===== src/rtl/sc_pkg.sv =====
// sc_pkg: shared types and constants for the stochastic-computing blocks.
//   sc_frame_state_t     - frame controller states IDLE / RUN / DONE
//   LFSR16_TAPS          - feedback mask for the 16-bit Fibonacci LFSR
//                          (taps 16,14,13,11 -> bits 15,13,12,10)
//   SC_LFSR_SEED_DEFAULT - default nonzero LFSR seed
package sc_pkg;

    typedef enum logic [1:0] {
        IDLE = 2'd0,
        RUN  = 2'd1,
        DONE = 2'd2
    } sc_frame_state_t;

    localparam logic [15:0] LFSR16_TAPS          = 16'hB400;
    localparam logic [15:0] SC_LFSR_SEED_DEFAULT = 16'hACE1;

endpackage


===== src/rtl/sc_lfsr16.sv =====
// sc_lfsr16: 16-bit Fibonacci maximal-length LFSR, shifts left, feedback into bit 0.
// Ports:
//   clk, rst_n - clock, async active-low reset (register resets to RST_VAL)
//   load       - synchronous load of seed (wins over en)
//   en         - advance one step
//   seed       - value taken on load
//   q          - current LFSR state
module sc_lfsr16
    import sc_pkg::*;
#(
    parameter logic [15:0] RST_VAL = SC_LFSR_SEED_DEFAULT
) (
    input  logic        clk,
    input  logic        rst_n,
    input  logic        load,
    input  logic        en,
    input  logic [15:0] seed,
    output logic [15:0] q
);

    logic [15:0] lfsr_q, lfsr_d;
    logic        fb;

    assign fb = ^(lfsr_q & LFSR16_TAPS);

    always_comb begin
        lfsr_d = lfsr_q;
        if (load)    lfsr_d = seed;
        else if (en) lfsr_d = {lfsr_q[14:0], fb};
    end

    always_ff @(posedge clk or negedge rst_n) begin
        if (!rst_n) lfsr_q <= RST_VAL;
        else        lfsr_q <= lfsr_d;
    end

    assign q = lfsr_q;

endmodule


===== src/rtl/sc_mux_adder_acc.sv =====
// sc_mux_adder_acc: N-input stochastic scaled adder with frame accumulator.
// Each RUN cycle one input bitstream is picked by a pseudo-random select, so the
// output stream encodes mean(p_i). One frame of STREAM_LEN samples runs per start;
// the ones count of the frame is returned on result with a one-cycle done pulse.
// Ports:
//   clk, rst_n - clock, async active-low reset
//   start      - frame request, honoured in IDLE or DONE only
//   x          - one stochastic bit per input channel
//   sel_ext    - external select (only when SC_ADDER_EXT_SEL_EN is defined)
//   out        - registered output stream bit, out_valid marks frame samples
//   busy       - state == RUN
//   done       - state == DONE (one cycle), result valid
//   result     - ones count of the last completed frame
// Build option: define SC_ADDER_EXT_SEL_EN to replace the internal LFSR select
// with the sel_ext port (LFSR is then not instantiated).
module sc_mux_adder_acc
    import sc_pkg::*;
#(
    parameter int          NUM_INPUTS = 4,
    parameter int          SEL_W      = $clog2(NUM_INPUTS),
    parameter int          STREAM_LEN = 256,
    parameter int          CNT_W      = $clog2(STREAM_LEN + 1),
    parameter logic [15:0] LFSR_SEED  = SC_LFSR_SEED_DEFAULT
) (
    input  logic                  clk,
    input  logic                  rst_n,
    input  logic                  start,
    input  logic [NUM_INPUTS-1:0] x,
`ifdef SC_ADDER_EXT_SEL_EN
    input  logic [SEL_W-1:0]      sel_ext,
`endif
    output logic                  out,
    output logic                  out_valid,
    output logic                  busy,
    output logic                  done,
    output logic [CNT_W-1:0]      result
);

    if (LFSR_SEED == 16'h0000) begin : g_bad_seed
        $error("sc_mux_adder_acc: LFSR_SEED must be nonzero");
    end

    sc_frame_state_t  state_q, state_d;
    logic [CNT_W-1:0] cyc_q, cyc_d;
    logic [CNT_W-1:0] ones_q, ones_d;
    logic [CNT_W-1:0] res_q, res_d;
    logic             out_q, out_d;
    logic             ov_q, ov_d;
    logic [SEL_W-1:0] sel;
    logic             samp;
    logic             last;

`ifdef SC_ADDER_EXT_SEL_EN
    assign sel = sel_ext;
`else
    logic [15:0] lfsr;
    logic        lfsr_load;

    // Reseed on every accepted start so identical x gives identical frames.
    assign lfsr_load = start && (state_q != RUN);

    sc_lfsr16 #(
        .RST_VAL (LFSR_SEED)
    ) u_lfsr (
        .clk   (clk),
        .rst_n (rst_n),
        .load  (lfsr_load),
        .en    (state_q == RUN),
        .seed  (LFSR_SEED),
        .q     (lfsr)
    );

    assign sel = lfsr[SEL_W-1:0];
`endif

    assign samp = x[sel];
    assign last = (cyc_q == CNT_W'(STREAM_LEN - 1));

    always_comb begin
        state_d = state_q;
        cyc_d   = cyc_q;
        ones_d  = ones_q;
        res_d   = res_q;
        out_d   = out_q;
        ov_d    = 1'b0;
        unique case (state_q)
            IDLE, DONE: begin
                if (start) begin
                    state_d = RUN;
                    cyc_d   = '0;
                    ones_d  = '0;
                end else begin
                    state_d = IDLE;
                end
            end
            RUN: begin
                out_d  = samp;
                ov_d   = 1'b1;
                ones_d = ones_q + CNT_W'(samp);
                cyc_d  = cyc_q + CNT_W'(1);
                if (last) begin
                    state_d = DONE;
                    // Include the final sample, which lands in ones_q only at this edge.
                    res_d   = ones_q + CNT_W'(samp);
                end
            end
            default: state_d = IDLE;
        endcase
    end

    always_ff @(posedge clk or negedge rst_n) begin
        if (!rst_n) begin
            state_q <= IDLE;
            cyc_q   <= '0;
            ones_q  <= '0;
            res_q   <= '0;
            out_q   <= 1'b0;
            ov_q    <= 1'b0;
        end else begin
            state_q <= state_d;
            cyc_q   <= cyc_d;
            ones_q  <= ones_d;
            res_q   <= res_d;
            out_q   <= out_d;
            ov_q    <= ov_d;
        end
    end

    assign out       = out_q;
    assign out_valid = ov_q;
    assign busy      = (state_q == RUN);
    assign done      = (state_q == DONE);
    assign result    = res_q;

endmodule


===== config.mk =====
export PLATFORM = sky130hd
export DESIGN_NAME = sc_mux_adder_acc
export DESIGN_NICKNAME = d
export VERILOG_FILES = /design/src/rtl/sc_pkg.sv /design/src/rtl/sc_lfsr16.sv /design/src/rtl/sc_mux_adder_acc.sv
export SDC_FILE = /design/constraint.sdc
export NUM_CORES = 1
export LEC_CHECK = 0
export ABC_AREA = 1
export ABC_CLOCK_PERIOD_IN_PS = 1600
export CAP_MARGIN = 20
export CELL_PAD_IN_SITES_DETAIL_PLACEMENT = 0
export CELL_PAD_IN_SITES_GLOBAL_PLACEMENT = 1
export CORE_ASPECT_RATIO = 2
export CORE_UTILIZATION = 38
export CTS_CLUSTER_DIAMETER = 200
export DETAILED_ROUTE_END_ITERATION = 10
export PLACE_DENSITY_LB_ADDON = 0.25
export SYNTH_ARGS = -nofsm -noshare
export SYNTH_HDL_FRONTEND = slang
export SYNTH_HIERARCHICAL = 1
export SYNTH_SLANG_ARGS = --single-unit

===== constraint.sdc =====
create_clock -name clk -period 1.6 [get_ports clk]
set_input_delay 0.32 -clock clk [delete_from_list [all_inputs] [get_ports clk]]
set_output_delay 0.32 -clock clk [all_outputs]
set_load 0.01 [all_outputs]

# After elaboration in Yosys (flattened, before gate mapping)
# Cells that the tools add are included.
[totals]
out_inout_bits = 13
elab_cells = 35
in_bits = 7
reg_bits = 47
[classes]
mux = 11
n_reduce_logical = 8
n_addsub = 2
order_cmp = 1
eq_ne = 6
[op_table]
columns = ["op", "count"]
rows = [
  ["9-bit one-hot mux with 2 select lines", 2],
  ["16-bit 2-to-1 mux", 2],
  ["16-bit XOR reduction", 1],
  ["9-bit by 1-bit adder with 9-bit output", 1],
  ["9-bit by 1-bit adder with 9-bit output, second input constant", 1],
  ["9-bit by 8-bit equality test with 1-bit output, second input constant", 1],
  ["9-bit 2-to-1 mux", 1],
  ["2-bit by 1-bit != test with 1-bit output, second input constant", 2],
  ["2-bit one-hot mux with 2 select lines", 1],
  ["2-bit AND reduction", 2],
  ["2-bit nonzero test", 2],
  ["2-bit by 3-bit < comparator with 1-bit output, second input constant", 1],
  ["1-bit 2-to-1 mux", 3],
  ["1-bit binary-select mux with 2-bit select", 1],
  ["2-bit by 1-bit equality test with 1-bit output, second input constant", 1],
  ["2-bit equality test, second input constant", 1],
  ["2-bit logical NOT", 1],
  ["2-bit 2-to-1 mux", 1],
  ["2-bit != test, second input constant", 1],
  ["2-bit OR reduction", 1],
  ["1-bit logical AND", 1],
]

# Logic depth before layout (Yosys ltp)
[logic_depth]
ltp_word = 4
depth_mapped = 12
ltp_nobuf = 12

# Modules after synthesis
# The synthesis kept the hierarchy.
[modules_own_cells]
columns = ["mod", "n_inst", "seq_area_each_um2", "cells_per_inst", "area_per_inst_um2"]
rows = [
  ["sc_mux_adder_acc", 1, 775.7, 191, 1542.7],
  ["sc_lfsr16", 1, 410.4, 101, 799.5],
]

# Worst setup path before layout
# OpenSTA, ideal clock, no wires.
[synth_path]
path_kind = "reg-to-reg"
start = "register u_lfsr.lfsr_q[0], in the netlist u_lfsr/q[0]"
end = "register ones_q[4]"
setup_ns = 0.125
arrival_time_ns = 1.584
stages_incl_launch_ff = 11
synth_period_minus_slack_ns = 1.709
setup_slack_ns = -0.109
path_buffers = 0
t_required_ns = 1.475
path_cell_list = "dfstp_2 inv_1 nand2_1 nand3_1 and2_1 ha_1 ha_1 nand3_1 nand2_1 o21ai_0 o21ai_1"
[synth_between]
elab_chain_cells = 4
[synth_lines]
columns = ["element", "line_no", "source"]
rows = [
  ["from (decl)", "sc_lfsr16.sv:21", "logic [15:0] lfsr_q, lfsr_d;"],
  ["from (signal assigned)", "sc_lfsr16.sv:34", "else lfsr_q <= lfsr_d;"],
  ["1-bit binary-select mux with 2-bit select", "sc_mux_adder_acc.sv:76", "assign samp = x[sel];"],
  ["1-bit 2-to-1 mux (implied by the code)", "sc_mux_adder_acc.sv:76", ""],
  ["named net samp", "sc_mux_adder_acc.sv:50", "logic samp;"],
  ["9-bit by 1-bit adder with 9-bit output", "sc_mux_adder_acc.sv:99", "ones_d = ones_q + CNT_W'(samp);"],
  ["9-bit one-hot mux with 2 select lines", "sc_mux_adder_acc.sv:86", "unique case (state_q)"],
  ["to (signal assigned)", "sc_mux_adder_acc.sv:122", "ones_q <= ones_d;"],
  ["to (decl)", "sc_mux_adder_acc.sv:45", "logic [CNT_W-1:0] ones_q, ones_d;"],
]
# The timed path passes the listed nets, and every way through them passes these cells. The select of a mux whose other input is x is not followed.
# A chain may end at the register's enable or synchronous reset.

# Worst setup path after layout
[layout_path]
start = "register u_lfsr.lfsr_q[0], in the netlist u_lfsr/q[0]"
end = "register res_q[8], in the netlist result[8]"
[layout_between]
elab_chain_cells = 3
[layout_lines]
columns = ["element", "line_no", "source"]
rows = [
  ["1-bit binary-select mux with 2-bit select", "sc_mux_adder_acc.sv:76", ""],
  ["1-bit 2-to-1 mux (implied by the code)", "sc_mux_adder_acc.sv:76", ""],
  ["named net samp", "sc_mux_adder_acc.sv:50", ""],
  ["9-bit by 1-bit adder with 9-bit output", "sc_mux_adder_acc.sv:104", "res_d = ones_q + CNT_W'(samp);"],
  ["to (signal assigned)", "sc_mux_adder_acc.sv:123", "res_q <= res_d;"],
  ["to (decl)", "sc_mux_adder_acc.sv:46", "logic [CNT_W-1:0] res_q, res_d;"],
]
# The timed path passes the listed nets, and every way through them passes these cells. The select of a mux whose other input is x is not followed.

==> qor_table.md <==
| Group | Item | Value |
| --- | --- | --- |
| setup path | Worst reg2reg path depth | 12 |
| cells and area | Final standard cell utilization of the core | 54.10% |
| sta | Sum of negative setup slack | -1101 ps |
| placement | Placed cell count | 405 |
| synthesis | Ys Warns | 6 |
| global route | GR Util met1 | 18.89% |
| global route | Largest net degree at the start of global routing | 48 |
| route | Routed Wire Length | 5.359 mm |
| route | Count of TritonRoute iterations in the first routing pass | 4 |
| route | Number of vias in the routed layout | 2005 |
| sta | Clock skew | 7.166 ps |
| synthesis | XOR/XNOR Fraction of Synth Area | 1.122% |
| global route | GR met3 Demand/Resource | 2.857% |
| route | Remaining design rule violation count | 0 |
| global route | Number of antenna violations at the first check in global routing | 0 |
| synthesis | Compound-Gate Fraction of Synth Area | 5.182% |
| placement | Worst slack at placement | -398.3 ps |
| setup path | Most used cell, CP | sky130_fd_sc_hd__nand2_1 |
| floorplanning | Die Footprint | 6501 sq um |
| route | Post-route antenna net violation count | 0 |
| setup path | End of the worst register-to-register path | result[8]$_DFFE_PN0P_ |
| cells and area | Fraction of final layout cells sized beyond drive strength 1 | 25.14% |
| cells and area | Area delta synth->final | 37.55% |
| power | Total power divided by cell area | 1390 nW/um^2 |
| sta | Total count of max-transition violations in the final report | 0 |
| global route | GRT Total Usage | 17.37% |
| floorplanning | Starting density of the core | 39.33% |
| synthesis | Mean Syn Cell Area | 8.021 sq um |
| cells and area | Number of cells in the finished layout apart from fillers | 417 |
| clock tree | Clock transition at the registers of the reported paths | 70 ps |
| cells and area | Count of antenna diodes in the layout | 0 |
| synthesis | Post-synthesis sequential element count | 47 |
| clock tree | Cell at the root of the clock tree | sky130_fd_sc_hd__clkbuf_16 |
| synthesis | Main area contributors after synthesis | sky130_fd_sc_hd__dfrtp_1 (42%), sky130_fd_sc_hd__nand2_1 (19%), sky130_fd_sc_hd__dfstp_2 (9.0%), sky130_fd_sc_hd__nand3_1 (7.7%), sky130_fd_sc_hd__inv_1 (3.7%) |
| synthesis | Primary FF master, synth | sky130_fd_sc_hd__dfrtp_1 |
| setup path | Critical path data required time | 1780 ps |
| cells and area | Fill cells | 570 |
| setup path | Endpoint kind of the worst setup timing path | flip-flop |
| synthesis | Combinational family with the most area after synthesis | simple AND/OR/NAND/NOR gates |
| power | Worst vdd ir | 0.8590 mV |
| global route | First-pass GRT wire length | 8.652 mm |
| global route | Met2 routing resource usage after global routing | 31.78% |
| sta | Unrepaired setup endpoints after global routing | true |
| synthesis | Cell with the most instances after synthesis | sky130_fd_sc_hd__nand2_1 |
| sta | Maximum operating frequency | 581.1 MHz |
| floorplanning | Core Box Area | 5956 sq um |
| setup path | Crit-path max cell delay | 570 ps |
| synthesis | Gate count of the mapped netlist | 292 |
| clock tree | Sink Count | 47 |
| sta | Period utilization | 107.6% |
| cells and area | NumNets Final | 364 |
| setup path | Kind of critical path | flip-flop to flip-flop |
| setup path | Slowest stage cell, crit path | sky130_fd_sc_hd__dfstp_2 |
| sta | Final hold violations | 2 |
| placement | Routability congestion estimate | 0.7572 |
| placement | Standard cell area after detailed placement | 2845 sq um |
| setup path | Launch point of the worst reg-to-reg path | u_lfsr/q[0]$_DFFE_PN1P_ |
| synthesis | Area of the mapped netlist | 2342 sq um |
| route | Iter 0 DRT Violations | 76 |
| route | Average wire per cell in the routed design | 12.85 um |
| clock tree | Clock tree from TritonCTS | built |
| synthesis | Post-synthesis simple-gate area fraction | 33.23% |
| setup path | CP Launch Point | u_lfsr/q[0]$_DFFE_PN1P_ |
| power | Total power after layout | 4.477 mW |
| sta | Final setup slack of the worst path | -121.0 ps |
| clock tree | Maximum number of buffers from clock root to sink | 2 |
| synthesis | Post-synthesis cell type count | 29 |
| synthesis | Adder-Cell Fraction of Synth Area | 2.137% |
| synthesis | Sequential cell area fraction in the yosys report | 50.64% |
| worst hold path | Tightest Hold Check Type | input pin to async pin |
| setup path | CP cell instances | inv_2 > nand2_1 > nand2_1 > and2_4 > ha_4 > ha_4 > nand2_4 > nor2_4 > nand2_1 > nand2_1 > nand3_1 > nand2_1 |
| synthesis | Mux contribution to synthesized area | 0% |
| synthesis | Share of synthesized flip-flops with an asynchronous set or reset | 100.0% |
| clock tree | Cts bufs inserted | 5 |
| placement | Number of buffers added on ports | 19 |
| synthesis | Commonest cells post-synth | sky130_fd_sc_hd__nand2_1 (121), sky130_fd_sc_hd__dfrtp_1 (39), sky130_fd_sc_hd__nand3_1 (36) |
| floorplanning | Die H | 113.0 um |
| setup path | Data arrival time at the worst-slack endpoint | 1910 ps |
| synthesis | Dominant cell type by area after synthesis | sky130_fd_sc_hd__dfrtp_1 |
| synthesis | Top-area cell type share of the netlist area | 41.67% |
| sta | Fin Hold WS | -1.943 ps |
| synthesis | Number of synthesized flops with an enable pin | 0 |
| floorplanning | Number of top-level design ports | 20 |
| floorplanning | Width of the chip | 57.52 um |
| floorplanning | Cell row count | 40 |
| setup path | Kind of start point of the critical path | flip-flop |
| route | Post-DR vias/cell | 4.808 |
| sta | Final setup fails | 16 |
| power | Standby leakage power | 1.566 nW |
| global route | Busiest metal layer after global routing | met2 |
| global route | Remaining global-route overflow | 0 |
| setup path | R2r setup slk | -120 ps |
| clock tree | H-tree depth reported by CTS | 2 |
| cells and area | Total non-filler cell area in the finished layout | 3222 sq um |
| global route | Via count of the first global-routing pass | 1911 |
| clock tree | Post-CTS Hold Buffers | 0 |
| run status | Run status | complete, but fails checks |
| clock tree | Worst skew pair latency | 290 ps |
| flow run | Number of max-capacitance violations reported | 0 |
| sta | Minimum period implied by the final worst setup slack | 1721 ps |
| setup path | Peak fanout along the critical path | 4 |
| placement | Total half-perimeter wirelength after legalization and detailed placement | 3.620 mm |
| run status | Failing checks | hold timing, setup timing |
-- registers in the layout, indices dropped and copies added (netlist names) --
register   count
u_lfsr/q      16
cyc_q          9
ones_q         9
result         9
state_q        2
out            1
out_valid      1
-- worst max path at each step --
stage,slack [ps],cells past startpoint,end
6_report,-120,12,result[8]$_DFFE_PN0P_
5_1_grt,-210,12,result[8]$_DFFE_PN0P_
4_1_cts,-100,12,result[8]$_DFFE_PN0P_
3_5_place_dp,-400,11,ones_q[8]$_DFFE_PN0P_
3_3_place_gp,-340,11,ones_q[8]$_DFFE_PN0P_
2_1_floorplan,-30,10,ones_q[8]$_DFFE_PN0P_
-- worst max-delay path: cells and delay by family, from the launching register on --
kind | cells | cell delay (ps)
buf+inv | 1 | 50
fa+ha+maj | 2 | 350
flops | 1 | 570
simple gates | 9 | 650
-- final cells by class --
type | count | area (sq um) | area share, %
Clock inverter | 2 | 60.06 | 1.864
Timing Repair Buffer | 47 | 460.4 | 14.29
Tap cell | 63 | 78.83 | 2.447
Multi-Input combinational cell | 225 | 1196 | 37.13
Clock buffer | 6 | 128.9 | 4.000
Sequential cell | 47 | 1186 | 36.82
Inverter | 27 | 111.4 | 3.456
-- cell usage in the layout (no fill, tap or decap), types with 5 or more instances in the layout --
master | synthesis | routed
sky130_fd_sc_hd__dfstp_2 | 8 | 8
sky130_fd_sc_hd__clkdlybuf4s50_1 | 0 | 16
sky130_fd_sc_hd__conb_1 | 2 | 16
sky130_fd_sc_hd__inv_1 | 23 | 20
sky130_fd_sc_hd__nand3_2 | 0 | 6
sky130_fd_sc_hd__nand2_4 | 1 | 5
sky130_fd_sc_hd__dfrtp_1 | 39 | 39
sky130_fd_sc_hd__nor2_1 | 14 | 11
sky130_fd_sc_hd__buf_4 | 1 | 23
sky130_fd_sc_hd__nand3_1 | 36 | 29
sky130_fd_sc_hd__nand2_2 | 3 | 9
sky130_fd_sc_hd__o21ai_0 | 8 | 7
sky130_fd_sc_hd__nand2_1 | 121 | 111
sky130_fd_sc_hd__clkbuf_16 | 0 | 6
-- where the power goes --
group / internal, mW / leakage [nW] / switching [mW]
Combinational: 0.581 / 0.954 / 0.664
Clock: 0.896 / 0.0911 / 0.448
Sequential: 1.57 / 0.520 / 0.315
Total: 3.05 / 1.57 / 1.43
-- cells by family after synthesis --
family | Yosys count
other cells | 2
simple gates | 181
flops | 47
compound gates | 21
fa+ha+maj | 4
buf+inv | 34
xor+xnor | 3
-- repair_timing --
| action | in CTS | in global routing |
|---|---|---|
| endpoints found under the setup margin | 20 | 17 |
| setup buffers | 0 | 3 |
| gates cloned | 0 | 1 |
| gates resized for setup | 12 | 29 |
| pin swaps | 9 | 7 |
-- per-layer routing --
metal | up-vias | share of wire [%]
met3 | 8 | 1.9
met1 | 947 | 41
li1 | 1023 | -
met2 | 27 | 55
met4 | 0 | 1.8
met5 | - | 0
Power figures use the tool's default switching activity.
